==> src/rtl/game_pkg.sv <==
// Shared types and helpers for the game-flow controller.
// game_state_t values 0..2 match the older single-level encoding.
package game_pkg;

  typedef enum logic [2:0] {
    WELCOME     = 3'd0,
    PLAY        = 3'd1,
    GAME_OVER   = 3'd2,
    PAUSE       = 3'd3,
    LEVEL_CLEAR = 3'd4
  } game_state_t;

  // Returns a+b, clamped to cap; callers pass the cap for their own width.
  function automatic logic [31:0] sat_add(input logic [31:0] a, input logic [31:0] b,
                                          input logic [31:0] cap);
    logic [32:0] sum;
    sum = {1'b0, a} + {1'b0, b};
    if (sum > {1'b0, cap}) return cap;
    return sum[31:0];
  endfunction

endpackage

==> src/rtl/powerup_timer.sv <==
// One power-up countdown channel; active while the count is nonzero.
// Priority: clear, then load, then tick.
module powerup_timer #(
  parameter int unsigned TIMER_W = 4
) (
  input  logic               clk,
  input  logic               resetN,
  input  logic               load,
  input  logic [TIMER_W-1:0] loadValue,
  input  logic               tick,
  input  logic               clear,
  output logic               active
);

  logic [TIMER_W-1:0] count_q, count_d;

  always_comb begin
    count_d = count_q;
    if (clear) begin
      count_d = '0;
    end else if (load) begin
      count_d = loadValue;
    end else if (tick && (count_q != '0)) begin
      count_d = count_q - 1'b1;
    end
  end

  always_ff @(posedge clk or negedge resetN) begin
    if (!resetN) count_q <= '0;
    else         count_q <= count_d;
  end

  assign active = (count_q != '0);

endmodule

==> src/rtl/game_flow_ctrl.sv <==
// Multi-level game-flow controller: owns state, lives, score, level and power-up timers.
// All score/lives/time arithmetic saturates.
module game_flow_ctrl
  import game_pkg::*;
#(
  parameter int unsigned NUM_POWERUPS  = 4,
  parameter int unsigned GRACE_CH      = 3,
  parameter int unsigned POWERUP_TIME  = 5,
  parameter int unsigned GRACE_TIME    = 3,
  parameter int unsigned TIMER_W       = 4,
  parameter int unsigned INITIAL_LIVES = 3,
  parameter int unsigned MAX_LIVES     = 4,
  parameter int unsigned NUM_LEVELS    = 3,
  parameter int unsigned HIT_QUANTUM   = 10,
  parameter int unsigned TIME_QUANTUM  = 1,
  parameter int unsigned LEVEL_BONUS   = 100,
  parameter int unsigned SCORE_W       = 16,
  parameter int unsigned TIME_W        = 12,
  localparam int unsigned LEVEL_W      = $clog2(NUM_LEVELS),
  localparam int unsigned LIVES_W      = $clog2(MAX_LIVES + 1)
) (
  input  logic                    clk,
  input  logic                    resetN,
  input  logic                    startKey,
  input  logic                    pauseKey,
  input  logic                    secTick,
  input  logic                    hitPlayer,
  input  logic                    hitBall,
  input  logic [1:0]              ballType,
  input  logic                    levelCleared,
  input  logic                    lifeGrant,
  input  logic [NUM_POWERUPS-1:0] powerupGrant,
  output logic [2:0]              gameState,
  output logic [LEVEL_W-1:0]      level,
  output logic [LIVES_W-1:0]      lives,
  output logic [SCORE_W-1:0]      score,
  output logic [SCORE_W-1:0]      maxScore,
  output logic [TIME_W-1:0]       gameTime,
  output logic [NUM_POWERUPS-1:0] powerupActive,
  output logic                    playEnable,
  output logic                    levelStart,
  output logic                    playerReset,
  output logic                    gameWon
);

  localparam logic [31:0] SCORE_MAX = 32'({SCORE_W{1'b1}});
  localparam logic [31:0] TIME_MAX  = 32'({TIME_W{1'b1}});

  game_state_t        state_q, state_d;
  logic [LEVEL_W-1:0] level_q, level_d;
  logic [LIVES_W-1:0] lives_q, lives_d;
  logic [SCORE_W-1:0] score_q, score_d, max_q, max_d;
  logic [TIME_W-1:0]  time_q, time_d;
  logic               won_q, won_d;
  logic               level_start_q, level_start_d;
  logic               player_reset_q, player_reset_d;
  logic               hit_ok, tick_en, grant_en, timer_clear;
  logic [2:0]         ball_mult;
  logic [31:0]        hit_points;

  assign ball_mult  = {1'b0, ballType} + 3'd1;
  assign hit_points = 32'(ball_mult) * HIT_QUANTUM;
  assign grant_en   = (state_q == PLAY);
  assign tick_en    = (state_q == PLAY) && secTick;

  always_comb begin
    state_d        = state_q;
    level_d        = level_q;
    lives_d        = lives_q;
    score_d        = score_q;
    time_d         = time_q;
    won_d          = won_q;
    level_start_d  = 1'b0;
    player_reset_d = 1'b0;
    timer_clear    = 1'b0;
    hit_ok         = 1'b0;
    case (state_q)
      WELCOME: begin
        if (startKey) begin
          state_d       = PLAY;
          level_d       = '0;
          lives_d       = LIVES_W'(INITIAL_LIVES);
          score_d       = '0;
          time_d        = '0;
          won_d         = 1'b0;
          level_start_d = 1'b1;
          timer_clear   = 1'b1;
        end
      end
      PLAY: begin
        hit_ok = hitPlayer && !powerupActive[GRACE_CH];
        if (secTick) begin
          time_d  = TIME_W'(sat_add(32'(time_q), 32'd1, TIME_MAX));
          score_d = SCORE_W'(sat_add(32'(score_q), TIME_QUANTUM, SCORE_MAX));
        end
        if (hitBall) score_d = SCORE_W'(sat_add(32'(score_d), hit_points, SCORE_MAX));
        // A hit and a life grant in the same cycle cancel out on the lives count.
        if (hit_ok && !lifeGrant)      lives_d = lives_q - 1'b1;
        else if (!hit_ok && lifeGrant) lives_d = LIVES_W'(sat_add(32'(lives_q), 32'd1, MAX_LIVES));
        player_reset_d = hit_ok;
        if (hit_ok && !lifeGrant && (lives_q == LIVES_W'(1))) begin
          state_d     = GAME_OVER;
          timer_clear = 1'b1;
        end else if (levelCleared) begin
          score_d     = SCORE_W'(sat_add(32'(score_d), LEVEL_BONUS, SCORE_MAX));
          state_d     = LEVEL_CLEAR;
          timer_clear = 1'b1;
        end else if (pauseKey) begin
          state_d = PAUSE;
        end
      end
      PAUSE: begin
        if (pauseKey) state_d = PLAY;
      end
      LEVEL_CLEAR: begin
        if (startKey) begin
          if (level_q == LEVEL_W'(NUM_LEVELS - 1)) begin
            won_d   = 1'b1;
            state_d = GAME_OVER;
          end else begin
            level_d       = level_q + 1'b1;
            time_d        = '0;
            timer_clear   = 1'b1;
            state_d       = PLAY;
            level_start_d = 1'b1;
          end
        end
      end
      GAME_OVER: begin
        if (startKey) begin
          state_d = WELCOME;
          won_d   = 1'b0;
        end
      end
      default: state_d = WELCOME;
    endcase
    max_d = (score_d > max_q) ? score_d : max_q;
  end

  always_ff @(posedge clk or negedge resetN) begin
    if (!resetN) begin
      state_q        <= WELCOME;
      level_q        <= '0;
      lives_q        <= LIVES_W'(INITIAL_LIVES);
      score_q        <= '0;
      max_q          <= '0;
      time_q         <= '0;
      won_q          <= 1'b0;
      level_start_q  <= 1'b0;
      player_reset_q <= 1'b0;
    end else begin
      state_q        <= state_d;
      level_q        <= level_d;
      lives_q        <= lives_d;
      score_q        <= score_d;
      max_q          <= max_d;
      time_q         <= time_d;
      won_q          <= won_d;
      level_start_q  <= level_start_d;
      player_reset_q <= player_reset_d;
    end
  end

  for (genvar i = 0; i < int'(NUM_POWERUPS); i++) begin : g_pu
    logic               ld;
    logic [TIMER_W-1:0] ld_val;
    if (i == int'(GRACE_CH)) begin : g_grace
      assign ld     = (grant_en && powerupGrant[i]) || hit_ok;
      assign ld_val = hit_ok ? TIMER_W'(GRACE_TIME) : TIMER_W'(POWERUP_TIME);
    end else begin : g_plain
      assign ld     = grant_en && powerupGrant[i];
      assign ld_val = TIMER_W'(POWERUP_TIME);
    end
    powerup_timer #(
      .TIMER_W(TIMER_W)
    ) u_timer (
      .clk      (clk),
      .resetN   (resetN),
      .load     (ld),
      .loadValue(ld_val),
      .tick     (tick_en),
      .clear    (timer_clear),
      .active   (powerupActive[i])
    );
  end

  assign gameState   = state_q;
  assign level       = level_q;
  assign lives       = lives_q;
  assign score       = score_q;
  assign maxScore    = max_q;
  assign gameTime    = time_q;
  assign playEnable  = (state_q == PLAY);
  assign levelStart  = level_start_q;
  assign playerReset = player_reset_q;
  assign gameWon     = won_q;

endmodule

==> config.mk <==
export PLATFORM = sky130hd
export DESIGN_NAME = game_flow_ctrl
export DESIGN_NICKNAME = d
export VERILOG_FILES = /design/src/rtl/game_pkg.sv /design/src/rtl/powerup_timer.sv /design/src/rtl/game_flow_ctrl.sv
export SDC_FILE = /design/constraint.sdc
export NUM_CORES = 1
export LEC_CHECK = 0
export CAP_MARGIN = 20
export CORE_MARGIN = 3
export CORE_UTILIZATION = 70
export CTS_CLUSTER_DIAMETER = 120
export CTS_CLUSTER_SIZE = 14
export DETAILED_ROUTE_END_ITERATION = 8
export DONT_BUFFER_PORTS = 1
export GPL_TIMING_DRIVEN = 1
export PLACE_DENSITY = 0.93
export SYNTH_ARGS = -nofsm -noshare
export SYNTH_HDL_FRONTEND = slang
export SYNTH_SLANG_ARGS = --single-unit
==> constraint.sdc <==
create_clock -name clk -period 15.4 [get_ports clk]
set_input_delay 3.08 -clock clk [delete_from_list [all_inputs] [get_ports clk]]
set_output_delay 3.08 -clock clk [all_outputs]
set_load 0.01 [all_outputs]
==> results.toml <==
[logic_synthesis]
synth_flop_cell = "dfrtp_1"
yosysWarnings = 0
synth.avg_cell_area_um2 = 8.18
synthTopCellsByArea = "dfrtp_1 28%, ha_1 8.2%, a21oi_1 4.8%, nand2_1 4.1%, nor2_1 4.1%"
synthesis.area_um2 = 6080
synth_fp_nets = 800
synth_top_area_share_pct = 28.4
synth.distinct_cells = 87
synth-seq-cells = 71
synth_top_area_cell = "dfrtp_1"
ys_seq_area_share_pct = 29.2
synth_edf_count = 0
syn_inst = 744
synthArstFlopShare_pct = 100

[floorplanning]
die_h_um = 99.2
ios = 75
rows = 33
start_util_pct = 73.0
die_x_um = 99.2
dieArea_um2 = 9850
core_um2 = 8340

[routing]
ant_nets = 0
viasPerCell = 7.14
drtPass1Iterations = 5
drt_iter0_markers = 543
num_vias = 5858
drc_errors = 0
routed_wl_um = 16700
post_drt_wl_per_cell_um = 20.3

[clocking]
cts-resized-gates = 0
cts_hold_repair.buffers = 0
clock_path_buffers = 2
path_clk_slew_ns = 0.07
numClockSinks = 71
cts_setup_buffers = 0
cts.root.buffer_cell = "clkbuf_8"
cts_buffers = 9
h-tree-depth = 3
cts_tree = "built"
worstSkewPairLatency_ns = 0.35

[critical_path]
cp.arrival_ns = 9.59
cp-startpoint = "secTick"
path_max_fanout = 31
cp_slowest_cell = "a32oi_1"
worstPathRequired_ns = 15.63
r2r_start = "score[1]"
startpoint_type = "primary input"
crit_type = "primary input to register"
crit_path_end_kind = "register"
cp_slowest_stage_delay_ns = 0.64

[worst_hold_path]
hold_path.class = "register to register"
min-delay-start = "g_pu[1].u_timer.count_q[3]"

[sta]
slew_headroom_pct = 42.8
hold_viol = 0
fmax_ghz = 0.107
setup-tns-final_ns = 0
finalCriticalPeriod_ns = 9.35
fin_skew_ns = 0.00951
setup_viol = 0
drv_slew = 0
tightest_slew_ns = 0.857
rsz0062_at_grt = "false"
fin_crit_sh_pct = 60.7

[outcome]
status = "finished clean"

[cells_and_area]
most-common-layout-cells = "69 x dfrtp_1, 67 x nand2_1, 67 x nor2_1"
final_common_cell = "dfrtp_1"
area_growth_pct = 2.12
design_area_um2 = 6210
fin_nets = 768
n_antenna_cell = 0
final_layout_size_suffix_gt1_share_pct = 8.38

[power]
p_leak_uw = 0.00272
power.density_nw_per_um2 = 191
peakVddDrop_uv = 118

[placed_design]
placed_area_um2 = 6030
gp_congestion = 0.993
port-buffer-count = 0
hpwlAfterDp_um = 12200

[grt]
grt_pass1_vias = 5485
grt_max_degree = 72
grtUsageTotal_pct = 33.1
overflow = 0
grt_first_pass_wirelength_um = 26600
antenna_found_initial = 0

[run]
drv_cap = 0
Yosys cell counts, drive strengths merged, types with 3 or more instances:
library cell	n
dfrtp	69
nor2	68
nand2	67
a21oi	60
inv	49
o21ai	43
ha	40
nand3	27
buf	24
nand4	23
clkbuf	21
a31oi	19
xnor2	18
a211oi	11
and3	11
mux2	11
nand2b	11
nor4	10
a21o	9
and2	9
and4	9
o211ai	9
xor2	9
nor2b	8
nor3	8
or4	8
a311oi	6
mux2i	6
nor3b	6
o211a	5
o22ai	5
o31ai	5
or2	5
a22o	4
a41oi	4
a211o	3
nand3b	3
o21a	3
o221ai	3
or3	3
per-layer routing:
layer / vias to the layer above / wire (um) / track usage (%)
met3: 50 / 1890 / 7.57
met4: 0 / 449 / 11.7
met1: 2774 / 6370 / 42.1
li1: 2661 / - / -
met5: - / 0 / 0
met2: 373 / 7950 / 55.5
registers in the layout, indices dropped and copies added (netlist names):
name                  cells
playerReset               1
levelStart                1
g_pu.u_timer.count_q     16
level                     2
score                    16
gameWon                   1
maxScore                 16
gameState                 3
gameTime                 12
lives                     3
logic make-up (layout without fill, tap and decap cells):
group           count (synthesis)  count (layout)  share of synthesized area, %
xor+xnor                       27              27                          3.89
flops                          71              71                          29.2
simple gates                  282             282                          24.9
fa+ha+maj                      41              41                          8.55
buf+inv                        95              67                          6.44
compound gates                211             211                          23.9
mux                            17              17                          3.08
power by group:
| group | internal, uW | total [uW] | switching, uW |
|---|---|---|---|
| Sequential | 251 | 392 | 141 |
| Combinational | 253 | 650 | 397 |
| Clock | 73.5 | 143 | 69.6 |
through the flow:
stage / instances / hold slack, ns / utilization [%] / power [uW] / setup WS (ns)
finish: 821 / 0.558 / 74.5 / 1190 / 6.05
global route: 821 / 0.575 / 74.5 / 1260 / 5.52
CTS: 821 / 0.563 / 74.5 / 1170 / 6.19
detailed placement: 806 / 0.547 / 72.3 / 1020 / 5.85
global placement: 806 / 0.528 / 72.3 / 980 / 6.21
floorplan: 744 / 0.504 / - / 866 / 6.45
path summary, 6_finish.rpt:
| kind | endpoint | slack, ns | cells past startpoint |
|---|---|---|---|
| hold / removal | g_pu[1].u_timer.count_q[3] | 0.56 | 2 |
| hold reg to reg | g_pu[1].u_timer.count_q[3] | 0.56 | 2 |
| max in group asynchronous | lives[1] | 12.77 | 0 |
| setup reg to reg | maxScore[12] | 6.69 | 33 |
| setup / recovery | maxScore[12] | 6.05 | 31 |
| min in group asynchronous | maxScore[4] | 2.42 | 0 |
worst max-delay path, delay by kind of cell:
family | cells | cell delay (ns)
mux | 1 | 0.36
compound gates | 12 | 2.79
buf+inv | 1 | 0.34
simple gates | 14 | 2.11
fa+ha+maj | 3 | 0.91
cell type report:
cell class	instances	area, um2
timing repair buffer	2	15.0
sequential	71	1780
clock buffer	9	124
clock inverter	6	62.6
inverter	50	188
multi-input combinational	578	3910
tap	105	131
fill	611	2130
Power figures use the tool's default switching activity.
